**src/rtl/sa_skew_feeder.sv**
```systemverilog
// rtl/sa_skew_feeder.sv - diagonal-skew lane feeder for the PE array edge, tile framed by I_LAST or K beats
// Optional O_CLR per-lane tile-start marker when SA_FEEDER_CLR_EN is defined.
module sa_skew_feeder #(
   parameter int N  = 4,
   parameter int DW = 16,
   parameter int K  = 8
) (
   input  logic            I_CLK,
   input  logic            I_RST_N,
   input  logic            I_VLD,
   output logic            O_RDY,
   input  logic [N*DW-1:0] I_DATA,
   input  logic            I_LAST,
   output logic [N*DW-1:0] O_X,
   output logic [N-1:0]    O_VLD,
`ifdef SA_FEEDER_CLR_EN
   output logic [N-1:0]    O_CLR,
`endif
   output logic            O_BUSY,
   output logic            O_DONE
);

   localparam int CW = $clog2(K + 1);
   localparam int FW = $clog2(N);

   typedef enum logic [1:0] {S_IDLE, S_FEED, S_FLUSH, S_DONE} state_t;

   state_t        state_q, state_d;
   logic [CW-1:0] cnt_q, cnt_d;
   logic [FW-1:0] fcnt_q, fcnt_d;
   logic [CW:0]   cnt_inc;
   logic          accept;
   logic          first_beat;
   logic          rdy_q, busy_q, done_q;

   assign accept     = I_VLD && rdy_q;
   assign first_beat = accept && (state_q == S_IDLE);
   assign cnt_inc    = {1'b0, cnt_q} + (CW + 1)'(1);

   always_comb begin
      state_d = state_q;
      cnt_d   = cnt_q;
      fcnt_d  = fcnt_q;
      case (state_q)
         S_IDLE, S_FEED: begin
            if (accept) begin
               cnt_d = cnt_inc[CW-1:0];
               if (I_LAST || (cnt_inc >= (CW + 1)'(K))) begin
                  state_d = S_FLUSH;
                  fcnt_d  = FW'(N - 1);
               end else begin
                  state_d = S_FEED;
               end
            end
         end
         S_FLUSH: begin
            if (fcnt_q == '0) state_d = S_DONE;
            else              fcnt_d  = fcnt_q - FW'(1);
         end
         S_DONE: begin
            state_d = S_IDLE;
            cnt_d   = '0;
            fcnt_d  = '0;
         end
         default: state_d = S_IDLE;
      endcase
   end

   // Status outputs are registered from the next state so they all read 0 while reset is held.
   always_ff @(posedge I_CLK or posedge I_RST_N) begin
      if (I_RST_N) begin
         state_q <= S_IDLE;
         cnt_q   <= '0;
         fcnt_q  <= '0;
         rdy_q   <= 1'b0;
         busy_q  <= 1'b0;
         done_q  <= 1'b0;
      end else begin
         state_q <= state_d;
         cnt_q   <= cnt_d;
         fcnt_q  <= fcnt_d;
         rdy_q   <= (state_d == S_IDLE) || (state_d == S_FEED);
         busy_q  <= (state_d == S_FEED) || (state_d == S_FLUSH);
         done_q  <= (state_d == S_DONE);
      end
   end

   assign O_RDY  = rdy_q;
   assign O_BUSY = busy_q;
   assign O_DONE = done_q;

   for (genvar g = 0; g < N; g++) begin : g_lane
      logic [g:0]    v_q;
      logic [DW-1:0] d_q [0:g];
`ifdef SA_FEEDER_CLR_EN
      logic [g:0]    c_q;
`endif

      // Non-accept cycles load a zero bubble so O_X is 0 wherever O_VLD is 0.
      always_ff @(posedge I_CLK or posedge I_RST_N) begin
         if (I_RST_N) begin
            v_q <= '0;
            for (int j = 0; j <= g; j++) d_q[j] <= '0;
`ifdef SA_FEEDER_CLR_EN
            c_q <= '0;
`endif
         end else begin
            v_q[0] <= accept;
            d_q[0] <= accept ? I_DATA[g*DW +: DW] : '0;
`ifdef SA_FEEDER_CLR_EN
            c_q[0] <= first_beat;
`endif
            for (int j = 1; j <= g; j++) begin
               v_q[j] <= v_q[j-1];
               d_q[j] <= d_q[j-1];
`ifdef SA_FEEDER_CLR_EN
               c_q[j] <= c_q[j-1];
`endif
            end
         end
      end

      assign O_X[g*DW +: DW] = d_q[g];
      assign O_VLD[g]        = v_q[g];
`ifdef SA_FEEDER_CLR_EN
      assign O_CLR[g]        = c_q[g];
`endif
   end

`ifndef SA_FEEDER_CLR_EN
   logic unused_first;
   assign unused_first = first_beat;
`endif

endmodule

```
**config.mk**
```make
export PLATFORM = sky130hd
export DESIGN_NAME = sa_skew_feeder
export DESIGN_NICKNAME = d
export VERILOG_FILES = /design/src/rtl/sa_skew_feeder.sv
export SDC_FILE = /design/constraint.sdc
export NUM_CORES = 1
export LEC_CHECK = 0
export CORE_ASPECT_RATIO = 0.9
export CORE_MARGIN = 10
export CORE_UTILIZATION = 40
export DETAILED_ROUTE_END_ITERATION = 6
export MAX_ROUTING_LAYER = met4
export PLACE_DENSITY = 0.69
export SLEW_MARGIN = 20
export SYNTH_ARGS = -nofsm -noshare
export SYNTH_HDL_FRONTEND = slang
export SYNTH_SLANG_ARGS = --single-unit
```
**constraint.sdc**
```tcl
create_clock -name I_CLK -period 5.7 [get_ports I_CLK]
set_input_delay 0.57 -clock I_CLK [delete_from_list [all_inputs] [get_ports I_CLK]]
set_output_delay 0.57 -clock I_CLK [all_outputs]
set_load 0.1 [all_outputs]
```
==> results.rst, run 1 <==
.. list-table::
   :header-rows: 1

   * - Metric
     - Value
   * - Largest net degree at the start of global routing
     - 126
   * - WL per Instance
     - 15.95 um
   * - Crit path buffers/inverters
     - 1
   * - Setup slack on the worst flop-to-flop path
     - around 3.3 ns
   * - Chip width
     - 144.3 um
   * - N_diodes
     - 0
   * - Post-synthesis cell count
     - 351
   * - CTS hold repair buffers
     - 0
   * - Setup TNS after final layout
     - 0 ns
   * - Slew of the pin with the lowest slew margin
     - 1.010 ns
   * - Share of cell area taken by muxes after synthesis
     - 0.1799%
   * - Post-DP HPWL
     - 6650 um
   * - Highest ir drop seen on vdd
     - 0.3633 mV
   * - Final Wtd Congestion
     - 0.7047
   * - Count of yosys warnings during synthesis
     - 0
   * - Area share of the largest cell type after synthesis
     - 78.69%
   * - Final period util
     - between 50% and 60%
   * - Global route overflow
     - 0
   * - Vias
     - between 2000 and 3000
   * - Via count of the first global-routing pass
     - between 2000 and 3000
   * - Combinational power share
     - 28.9%
   * - Sequential share of the synthesized area
     - 78.69%
   * - Max Cap Viol
     - 0
   * - Number of rows created at floorplan
     - 40
   * - CTS Buf Count
     - 17
   * - Required time of the critical path
     - just over 5 ns
   * - Detailed Route WL
     - 9987 um
   * - CTS tree
     - yes
   * - Die height
     - 131.9 um
   * - Post-CTS setup-driven buffer insertion count
     - 0
   * - Via-per-instance ratio
     - 4.442
   * - Area of the core region
     - 0.01351 mm2
   * - Synthesized Nets
     - 425
   * - Final min period
     - about 3.3 ns
   * - Post-synthesis xor/xnor area fraction
     - less than 1%
   * - Power dissipated by switching net loads
     - 1.453 mW
   * - All-layer global routing usage
     - 11.23%
   * - I/O pin cnt
     - 139
   * - Insertion delay of the later-clocked pin in the worst-skew pair
     - ~0.4 ns
   * - Count leader, synth
     - dfrtp_1
   * - Clock-pin slew on the worst setup and hold paths
     - roughly 0.070 ns
   * - PortBufs
     - around 140
   * - Number of buffers on the longest clock path
     - 2
   * - Primary FF master, synth
     - dfrtp_1
   * - Number of antenna violations at the first check in global routing
     - 0
   * - Pins Over Slew Limit
     - 0
   * - Number of sinks driven by the clock tree
     - 175
   * - Wire length of the first global-routing pass
     - 15870 um
   * - Crit path max-delay cell type
     - clkdlybuf4s50_1
   * - Post-route DRC
     - 0
   * - Combinational family with the most area after synthesis
     - simple AND/OR/NAND/NOR gates
   * - Cell-internal power
     - 2.351 mW
   * - Fraction of power spent switching nets
     - between 30% and 40%
   * - Number of different library cells in the post-synthesis netlist
     - 33
   * - Part of the total power dissipated in the clock network
     - 29.0%
   * - Gates resized, CTS repair
     - 0
   * - P_leak
     - 3.638 nW
   * - Peak clock frequency supported by timing
     - between 0.3 and 0.4 GHz
   * - Final setup violation count
     - 0
   * - Count of fill cells added during filler insertion
     - 1101
   * - Flip-flop and latch count after synthesis
     - 175
   * - Slew margin rel.
     - 32.43%
   * - Post-synthesis instance area
     - around 0.0056 mm2
   * - Maximum fanout count along the critical path
     - 67
   * - CP arrival
     - 2.69 ns
   * - Crit end category
     - primary output
   * - Adder-Cell Fraction of Synth Area
     - 1.349%
   * - Total power after layout
     - 3.804 mW
   * - Type of the worst setup path
     - flop to primary output
   * - CTS root buffer
     - clkbuf_16
   * - Final hold violation count
     - 0
   * - Class of the worst hold path
     - flop to flop
   * - TritonRoute pass-1 iters
     - 4
   * - Simple-gate area share of the yosys netlist
     - under 10%
   * - H-tree levels
     - 4
   * - Share of flip-flops with an asynchronous set or reset
     - 100.0%
   * - Run status
     - complete, no violations
   * - Overall die area
     - 0.01904 mm2
   * - Compound-cell area share of the yosys netlist
     - 2.540%
   * - Synth top area cells
     - dfrtp_1 (79%), and3_1 (7.2%), buf_4 (6.6%)
   * - Critical-path cell list
     - clkdlybuf4s50_1
   * - Number of enable-type register cells in the synthesized netlist
     - 0
   * - Avg Cell Area, Syn
     - 15.86 um2
   * - Initial drt markers
     - 108
   * - Unrepaired setup endpoints after global routing
     - false
   * - Fraction of power consumed by sequential logic
     - 42.1%
   * - Final net count
     - 519
   * - Clock skew
     - between 0.005 and 0.006 ns
   * - Fraction of final layout cells sized beyond drive strength 1
     - under 10%
   * - Crit path launch type
     - flop
   * - Crit-path leading delay family
     - buffers and inverters
   * - Commonest cells in the synthesized netlist
     - dfrtp_1 (175), and3_1 (64), buf_4 (49)
   * - Residual antenna-violating net count after detailed routing
     - 0
   * - Layout area overhead
     - 31.41%
   * - Cell type contributing the most total cell area after synthesis
     - dfrtp_1
   * - Starting utilization of the core area
     - about two fifths
   * - Largest stage delay on the critical path
     - between 1 and 1.5 ns
   * - Pwr per Cell Area
     - roughly 520 mW/mm2
## metrics by stage
step                      util, %  setup slack (ns)  hold WS [ns]  instances  cell area [um2]
final                       54.12             2.441        0.3460        626             7313
after global routing        54.12             2.273        0.3484        626             7313
after CTS                   54.10             2.412        0.3477        626             7311
after detailed placement    49.88             2.881        0.3347        594             6740
after global placement      49.88             2.914        0.3316        594             6740
after floorplan                 -            0.3848        0.3312        351             5565
## final timing paths
path,startpoint,end,cells past startpoint
min in group asynchronous,I_RST_N,O_X[51],2
max in group asynchronous,I_RST_N,g_lane[2].d_q[19],3
max reg2reg,O_RDY,O_RDY,5
max,O_RDY,O_RDY,1
min,g_lane[3].d_q[53],g_lane[3].d_q[37],0
min reg2reg,g_lane[3].d_q[53],g_lane[3].d_q[37],0
## state kept, by name (all words and copies together) (netlist names)
name and count:
g_lane.d_q 112, O_X 48, cnt_q 4, g_lane.v_q 4
fcnt_q 2, state_q 2, O_BUSY 1, O_DONE 1
O_RDY 1
## logic make-up (layout without fill, tap and decap cells)
| family | after synthesis | after routing |
|---|---|---|
| fa+ha+maj | 6 | 6 |
| xor+xnor | 1 | 1 |
| compound gates | 17 | 17 |
| buf+inv | 71 | 178 |
| simple gates | 80 | 80 |
| flops | 175 | 175 |
| mux | 1 | 1 |
## metal layers
layer	global-route usage, %	up-vias	wire length, um
met4	4.658	0	153
met2	16.04	106	4540
met5	-	-	0
met3	5.548	18	931
met1	13.18	1361	4361
li1	-	1296	-
## area by class of cell
cell class                      count  area, um2  area share [%]
Clock buffer                       17      425.4           5.817
Clock inverter                     15      145.1           1.985
Inverter                            7      33.78          0.4619
Multi-Input combinational cell    105      734.5           10.04
Sequential cell                   175       4380           59.90
Tap cell                          168      210.2           2.874
Timing Repair Buffer              139       1384           18.92
## power by group through the flow
stage               Combinational, mW  Sequential (mW)  Clock, mW
global placement                 1.10             1.61          0
detailed placement               1.11             1.63          0
finish                           1.10             1.60       1.10
CTS                              1.11             1.60       1.14
global route                     1.15             1.63       1.20
floorplan                       0.724             1.79          0
## cells in the final DEF, fill, tap and decap left out, types with 2 or more instances in the layout
| cell type | Yosys | routed |
|---|---|---|
| a21oi_1 | 3 | 3 |
| clkinv_2 | 0 | 3 |
| inv_1 | 7 | 6 |
| clkinvlp_4 | 0 | 3 |
| dfrtp_1 | 175 | 174 |
| and3_1 | 64 | 64 |
| nand2_1 | 4 | 4 |
| nand3_1 | 2 | 2 |
| clkdlybuf4s50_1 | 0 | 137 |
| ha_1 | 6 | 6 |
| clkbuf_16 | 0 | 17 |
| inv_6 | 0 | 5 |
| inv_8 | 0 | 4 |
| o21ai_0 | 4 | 4 |
Power figures use the tool's default switching activity.
==> inputs of run 2 (changes only) <==
==> constraint.sdc (replaced) <==
create_clock -name I_CLK -period 2.6 [get_ports I_CLK]
set_input_delay 0.26 -clock I_CLK [delete_from_list [all_inputs] [get_ports I_CLK]]
set_output_delay 0.26 -clock I_CLK [all_outputs]
set_load 0.1 [all_outputs]
==> run 2 against run 1 <==
Global-route usage up 0.31 points. Clock power up 130%. Combinational power up 130%. Die area unchanged. Wire length up 1.7%. Sequential share of layout area up 0.80 points. Via count up 1.4%.
==> results.rst, run 2 (synthesis gave the netlist of run 1 again) <==
.. list-table::
   :header-rows: 1

   * - Metric
     - Value
   * - Run status
     - complete, no violations
   * - Final setup violation count
     - 0
   * - Unrepaired setup endpoints after global routing
     - false
   * - Die height
     - roughly 130 um
   * - Final hold violation count
     - 0
   * - Pwr per Cell Area
     - 1173 mW/mm2
   * - CTS root buffer
     - clkbuf_16
   * - Flip-flop count of the largest register after layout
     - 112
   * - Highest-count cells in the layout ignoring fill and taps
     - dfrtp_1 (174), buf_4 (73), clkdlybuf4s50_1 (66)
   * - Final net count
     - 522
   * - Start of the worst register-to-register path
     - cnt_q[0]
   * - Initial drt markers
     - 120
   * - Clock-pin slew on the worst setup and hold paths
     - 0.06 ns
   * - Via count of the first global-routing pass
     - 3082
   * - Slew margin rel.
     - 64.70%
   * - Via-per-instance ratio
     - 4.483
   * - Pins Over Slew Limit
     - 0
   * - Fraction of final layout cells sized beyond drive strength 1
     - 25.16%
   * - Final Wtd Congestion
     - 0.7463
   * - All-layer global routing usage
     - 11.54%
   * - Register with the most flip-flops
     - g_lane.d_q
   * - Critical path destination
     - O_RDY
   * - Final period util
     - about three quarters
   * - FF-to-FF path depth
     - 6
   * - Class of the worst hold path
     - input pin to flop
   * - PortBufs
     - 138
   * - Starting utilization of the core area
     - 41.19%
   * - Crit end category
     - flop
   * - CTS hold repair buffers
     - 0
   * - Detailed Route WL
     - 10160 um
   * - Setup slack of the critical path after layout
     - between 0.6 and 0.7 ns
   * - Largest net degree at the start of global routing
     - 100
   * - P_leak
     - between 3 and 4 nW
   * - Maximum fanout count along the critical path
     - 7
   * - Insertion delay of the later-clocked pin in the worst-skew pair
     - between 0.4 and 0.5 ns
   * - Residual antenna-violating net count after detailed routing
     - 0
   * - Area of the core region
     - approximately 0.014 mm2
   * - Post-DP HPWL
     - around 6900 um
   * - TritonRoute pass-1 iters
     - 4
   * - Type of the worst setup path
     - flop to flop
   * - WL per Instance
     - approximately 16 um
   * - Chip width
     - 144.3 um
   * - Clock skew
     - 0.008288 ns
   * - Gates resized, CTS repair
     - 0
   * - Reg-to-Reg End
     - O_RDY
   * - Post-CTS setup-driven buffer insertion count
     - 0
   * - Placed insts
     - roughly 600
   * - Vias
     - ~2800
   * - Final min period
     - a little under 2 ns
   * - Number of antenna violations at the first check in global routing
     - 0
   * - Final Non-Filler Cells
     - roughly 630
   * - Setup TNS after final layout
     - 0 ns
   * - Required time of the critical path
     - between 2 and 3 ns
   * - Final standard cell utilization of the core
     - 53.41%
   * - Global route overflow
     - 0
   * - Highest ir drop seen on vdd
     - 0.7657 mV
   * - Number of buffers on the longest clock path
     - 2
   * - Number of sinks driven by the clock tree
     - about 180
   * - Wire length of the first global-routing pass
     - 16390 um
   * - Peak clock frequency supported by timing
     - 0.5085 GHz
   * - Pre-CTS setup slack
     - 0.5732 ns
   * - N_diodes
     - 0
   * - Max Cap Viol
     - 0
   * - Most common library cell in the layout ignoring fill and taps
     - dfrtp_1
   * - Crit path launch type
     - flop
   * - CTS tree
     - yes
   * - Setup slack on the worst flop-to-flop path
     - 0.63 ns
   * - H-tree levels
     - 4
   * - Slew of the pin with the lowest slew margin
     - 0.5296 ns
   * - Post-route DRC
     - 0
   * - Number of rows created at floorplan
     - 40
   * - Overall die area
     - 0.01904 mm2
   * - CP arrival
     - 2.26 ns
   * - Worst setup path startpoint
     - cnt_q[0]
   * - CTS Buf Count
     - 17
   * - Layout area overhead
     - 29.68%
   * - I/O pin cnt
     - 139
run 2: changes by cell type in the layout (fill, tap and decap cells not counted), sizes merged:
cell / change
clkinvlp: -2
clkbuf: +2
inv: -2
clkdlybuf4s50: -71
bufinv: +2
buf: +74
run 2: cell type report:
type / instances / area, um2
inverter: 7 / 30.03
timing repair buffer: 142 / 1254
multi-input combinational: 105 / 734.5
clock inverter: 13 / 175.2
fill: 1146 / 6296
sequential: 175 / 4380
clock buffer: 19 / 432.9
tap: 168 / 210.2
run 2: power by group:
part | switching [mW] | internal [mW] | total, mW
registers | 0.207 | 3.20 | 3.40
clock network | 1.04 | 1.54 | 2.58
logic | 1.92 | 0.564 | 2.48
run 2: how the worst min path moves through the flow:
stage / startpoint / endpoint / slack (ns) / depth (start not counted)
3_3_place_gp: g_lane[2].d_q[40] / g_lane[2].d_q[24] / 0.33 / 0
4_1_cts: I_VLD / g_lane[3].v_q[0] / 0.25 / 3
2_1_floorplan: g_lane[1].d_q[16] / O_X[16] / 0.33 / 0
5_1_grt: I_VLD / g_lane[3].v_q[0] / 0.28 / 3
6_report: I_VLD / g_lane[3].v_q[0] / 0.26 / 3
3_5_place_dp: g_lane[2].d_q[16] / O_X[32] / 0.33 / 0
run 2: through the flow:
stage / hold WS [ns] / cell area [um2] / total power [mW]
2_1_floorplan: 0.3312 / 5569 / 5.504
3_3_place_gp: 0.3314 / 6609 / 5.903
3_5_place_dp: 0.3347 / 6609 / 5.969
4_1_cts: 0.2487 / 7217 / 8.587
5_1_grt: 0.2811 / 7217 / 8.869
6_report: 0.2607 / 7217 / 8.469
run 2: worst max-delay path: stages, from the launching register on:
cell     delay (ns)
dfrtp_1        0.47
ha_1           0.27
nor3b_2        0.28
a21oi_1        0.13
o31a_1         0.25
ha_1           0.18
or2_2          0.26
run 2: per-layer routing:
layer	global-route usage [%]	up-vias	wire, um
met5	-	-	0
met4	4.097	0	105
met3	4.827	9	674
met2	17.26	101	4948
met1	13.67	1407	4431
li1	-	1303	-
==> inputs of run 3 (changes only) <==
--- a/config.mk
+++ b/config.mk
@@ -10,7 +10,7 @@
 export CORE_UTILIZATION = 40
 export DETAILED_ROUTE_END_ITERATION = 6
 export MAX_ROUTING_LAYER = met4
-export PLACE_DENSITY = 0.69
+export PLACE_DENSITY = 0.66
 export SLEW_MARGIN = 20
 export SYNTH_ARGS = -nofsm -noshare
 export SYNTH_HDL_FRONTEND = slang
==> constraint.sdc (replaced) <==
create_clock -name I_CLK -period 1.9 [get_ports I_CLK]
set_input_delay 0.19 -clock I_CLK [delete_from_list [all_inputs] [get_ports I_CLK]]
set_output_delay 0.19 -clock I_CLK [all_outputs]
set_load 0.1 [all_outputs]
==> run 3 against run 2 <==
Clock skew decreased by 0.00072 ns. Worst setup slack lost 0.58 ns. Largest power group unchanged. First-iteration DRC count rose by 20%. Fmax increased by 6.2%. Critical endpoint unchanged.
==> results.rst, run 3 (synthesis gave the netlist of run 1 again) <==
.. list-table::
   :header-rows: 1

   * - Metric
     - Value
   * - Crit end category
     - flop
   * - N_diodes
     - 0
   * - Final Wtd Congestion
     - 0.7612
   * - Peak clock frequency supported by timing
     - 0.5401 GHz
   * - Pwr per Cell Area
     - 1584 mW/mm2
   * - Most common library cell in the layout ignoring fill and taps
     - dfrtp_1
   * - Highest-count cells in the layout ignoring fill and taps
     - dfrtp_1 (174), buf_4 (79), clkdlybuf4s50_1 (66)
   * - Via-per-instance ratio
     - 4.449
   * - Critical-path cell list
     - ha_1, nor3b_4, a21oi_1, o31a_1, ha_1, or2_2
   * - Critical Path Most Common Cell
     - ha_1
   * - PortBufs
     - 138
   * - All-layer global routing usage
     - about an eighth
   * - Slew of the pin with the lowest slew margin
     - approximately 0.55 ns
   * - Crit path launch type
     - flop
   * - CTS root buffer
     - clkbuf_16
   * - Layout area overhead
     - 30.19%
   * - Max Cap Viol
     - 0
   * - Unrepaired setup endpoints after global routing
     - false
   * - Starting utilization of the core area
     - 41.19%
   * - Crit path max-delay cell type
     - dfrtp_1
   * - Number of rows created at floorplan
     - 40
   * - Clock-pin slew on the worst setup and hold paths
     - about 0.06 ns
   * - Highest ir drop seen on vdd
     - 1.267 mV
   * - CP arrival
     - approximately 2.2 ns
   * - Chip width
     - 144.3 um
   * - Required time of the critical path
     - 2.20 ns
   * - Die height
     - around 130 um
   * - Final period util
     - 97.45%
   * - Initial drt markers
     - ~140
   * - Type of the worst setup path
     - flop to flop
   * - Post-DP HPWL
     - 7017 um
   * - Run status
     - complete, no violations
   * - Insertion delay of the later-clocked pin in the worst-skew pair
     - 0.41 ns
   * - WL per Instance
     - 16.51 um
   * - Class of the worst hold path
     - input pin to flop
   * - Via count of the first global-routing pass
     - 3101
   * - Multi-input gate area in the final layout
     - 745.7 um2
   * - Vias
     - 2825
   * - P_leak
     - 3.811 nW
   * - CTS hold repair buffers
     - 0
   * - Register area
     - 0.004380 mm2
   * - Detailed Route WL
     - around 10000 um
   * - Largest stage delay on the critical path
     - 0.39 ns
   * - Clock skew
     - 0.007565 ns
   * - Final net count
     - ~530
   * - Slew margin rel.
     - a little over three fifths
   * - Total power after layout
     - 11.48 mW
   * - Number of antenna violations at the first check in global routing
     - 0
   * - Area of the core region
     - ~0.014 mm2
   * - Crit-path leading delay family
     - simple AND/OR/NAND/NOR gates
   * - Post-CTS setup-driven buffer insertion count
     - 0
   * - Maximum fanout count along the critical path
     - 3
   * - Final standard cell utilization of the core
     - 53.62%
   * - Post-route DRC
     - 0
   * - Final min period
     - 1.852 ns
   * - Number of sinks driven by the clock tree
     - 175
   * - Final hold violation count
     - 0
   * - Count of fill cells added during filler insertion
     - 1125
   * - Largest net degree at the start of global routing
     - 80
   * - Wire length of the first global-routing pass
     - about 17000 um
   * - TritonRoute pass-1 iters
     - 4
   * - Overall die area
     - ~0.019 mm2
   * - Number of buffers on the longest clock path
     - 2
   * - Residual antenna-violating net count after detailed routing
     - 0
   * - CTS Buf Count
     - 17
   * - Register with the most flip-flops
     - g_lane.d_q
   * - Final setup violation count
     - 0
   * - Pins Over Slew Limit
     - 0
   * - Fraction of final layout cells sized beyond drive strength 1
     - 26.34%
   * - I/O pin cnt
     - 139
   * - Global route overflow
     - 0
   * - Flip-flop count of the largest register after layout
     - 112
   * - H-tree levels
     - 4
   * - CTS tree
     - yes
   * - Crit path buffers/inverters
     - 0
==> run 3: worst reg2reg max path: cells and delay by family, from the launching register on <==
kind | cells | cell delay, ns
flops | 1 | 0.39
fa+ha+maj | 2 | 0.44
compound gates | 2 | 0.39
simple gates | 2 | 0.51
==> run 3: through the flow <==
stage	instance area (um2)	hold WS, ns	std cells	setup WS, ns	TNS, ns
2_1_floorplan	5569	0.3312	351	-0.5287	-92.95
3_3_place_gp	6674	0.3314	604	-0.03183	-0.03183
3_5_place_dp	6674	0.3347	604	-0.06095	-0.1167
4_1_cts	7234	0.1697	635	0.01667	0
5_1_grt	7246	0.1922	635	0.001101	0
6_report	7246	0.1989	635	0.04849	0
==> run 3: power breakdown <==
group          switching (mW)  internal (mW)
clock network            1.45           1.84
registers               0.243           4.37
logic                    2.70          0.863
total                    4.40           7.08
==> run 3: repair_timing <==
item,4_1_cts,5_1_grt
gates resized for setup,0,2
hold endpoints to repair,0,0
endpoints found under the setup margin,1,2
pin swaps,1,0
==> run 3: worst paths after layout <==
check / from / endpoint / slack, ns / cells after the start
worst max-delay path: cnt_q[0] / O_RDY / 0.05 / 6
worst min-delay path: I_VLD / g_lane[3].v_q[0] / 0.20 / 3
worst max register to register: cnt_q[0] / O_RDY / 0.05 / 6
worst min register to register: g_lane[3].d_q[50] / g_lane[3].d_q[34] / 0.34 / 0
max in group asynchronous: I_RST_N / O_RDY / 1.25 / 3
min in group asynchronous: I_RST_N / O_X[50] / 0.27 / 3
==> run 3: layout make-up <==
class / count / area share [%]
repair buffers: 149 / 18.20
multi-input cells: 105 / 10.29
inverters: 7 / 0.4144
well taps: 168 / 2.901
clock buffers: 19 / 5.975
flip-flops and latches: 175 / 60.46
clock inverters: 12 / 1.761
==> run 3: layer usage <==
metal,vias up,global-route usage [%],part of all wire [%]
met5,-,-,0
met4,0,4.489,1.5
met3,13,4.503,6.3
met2,85,18.23,50
met1,1412,13.52,42
li1,1315,-,-
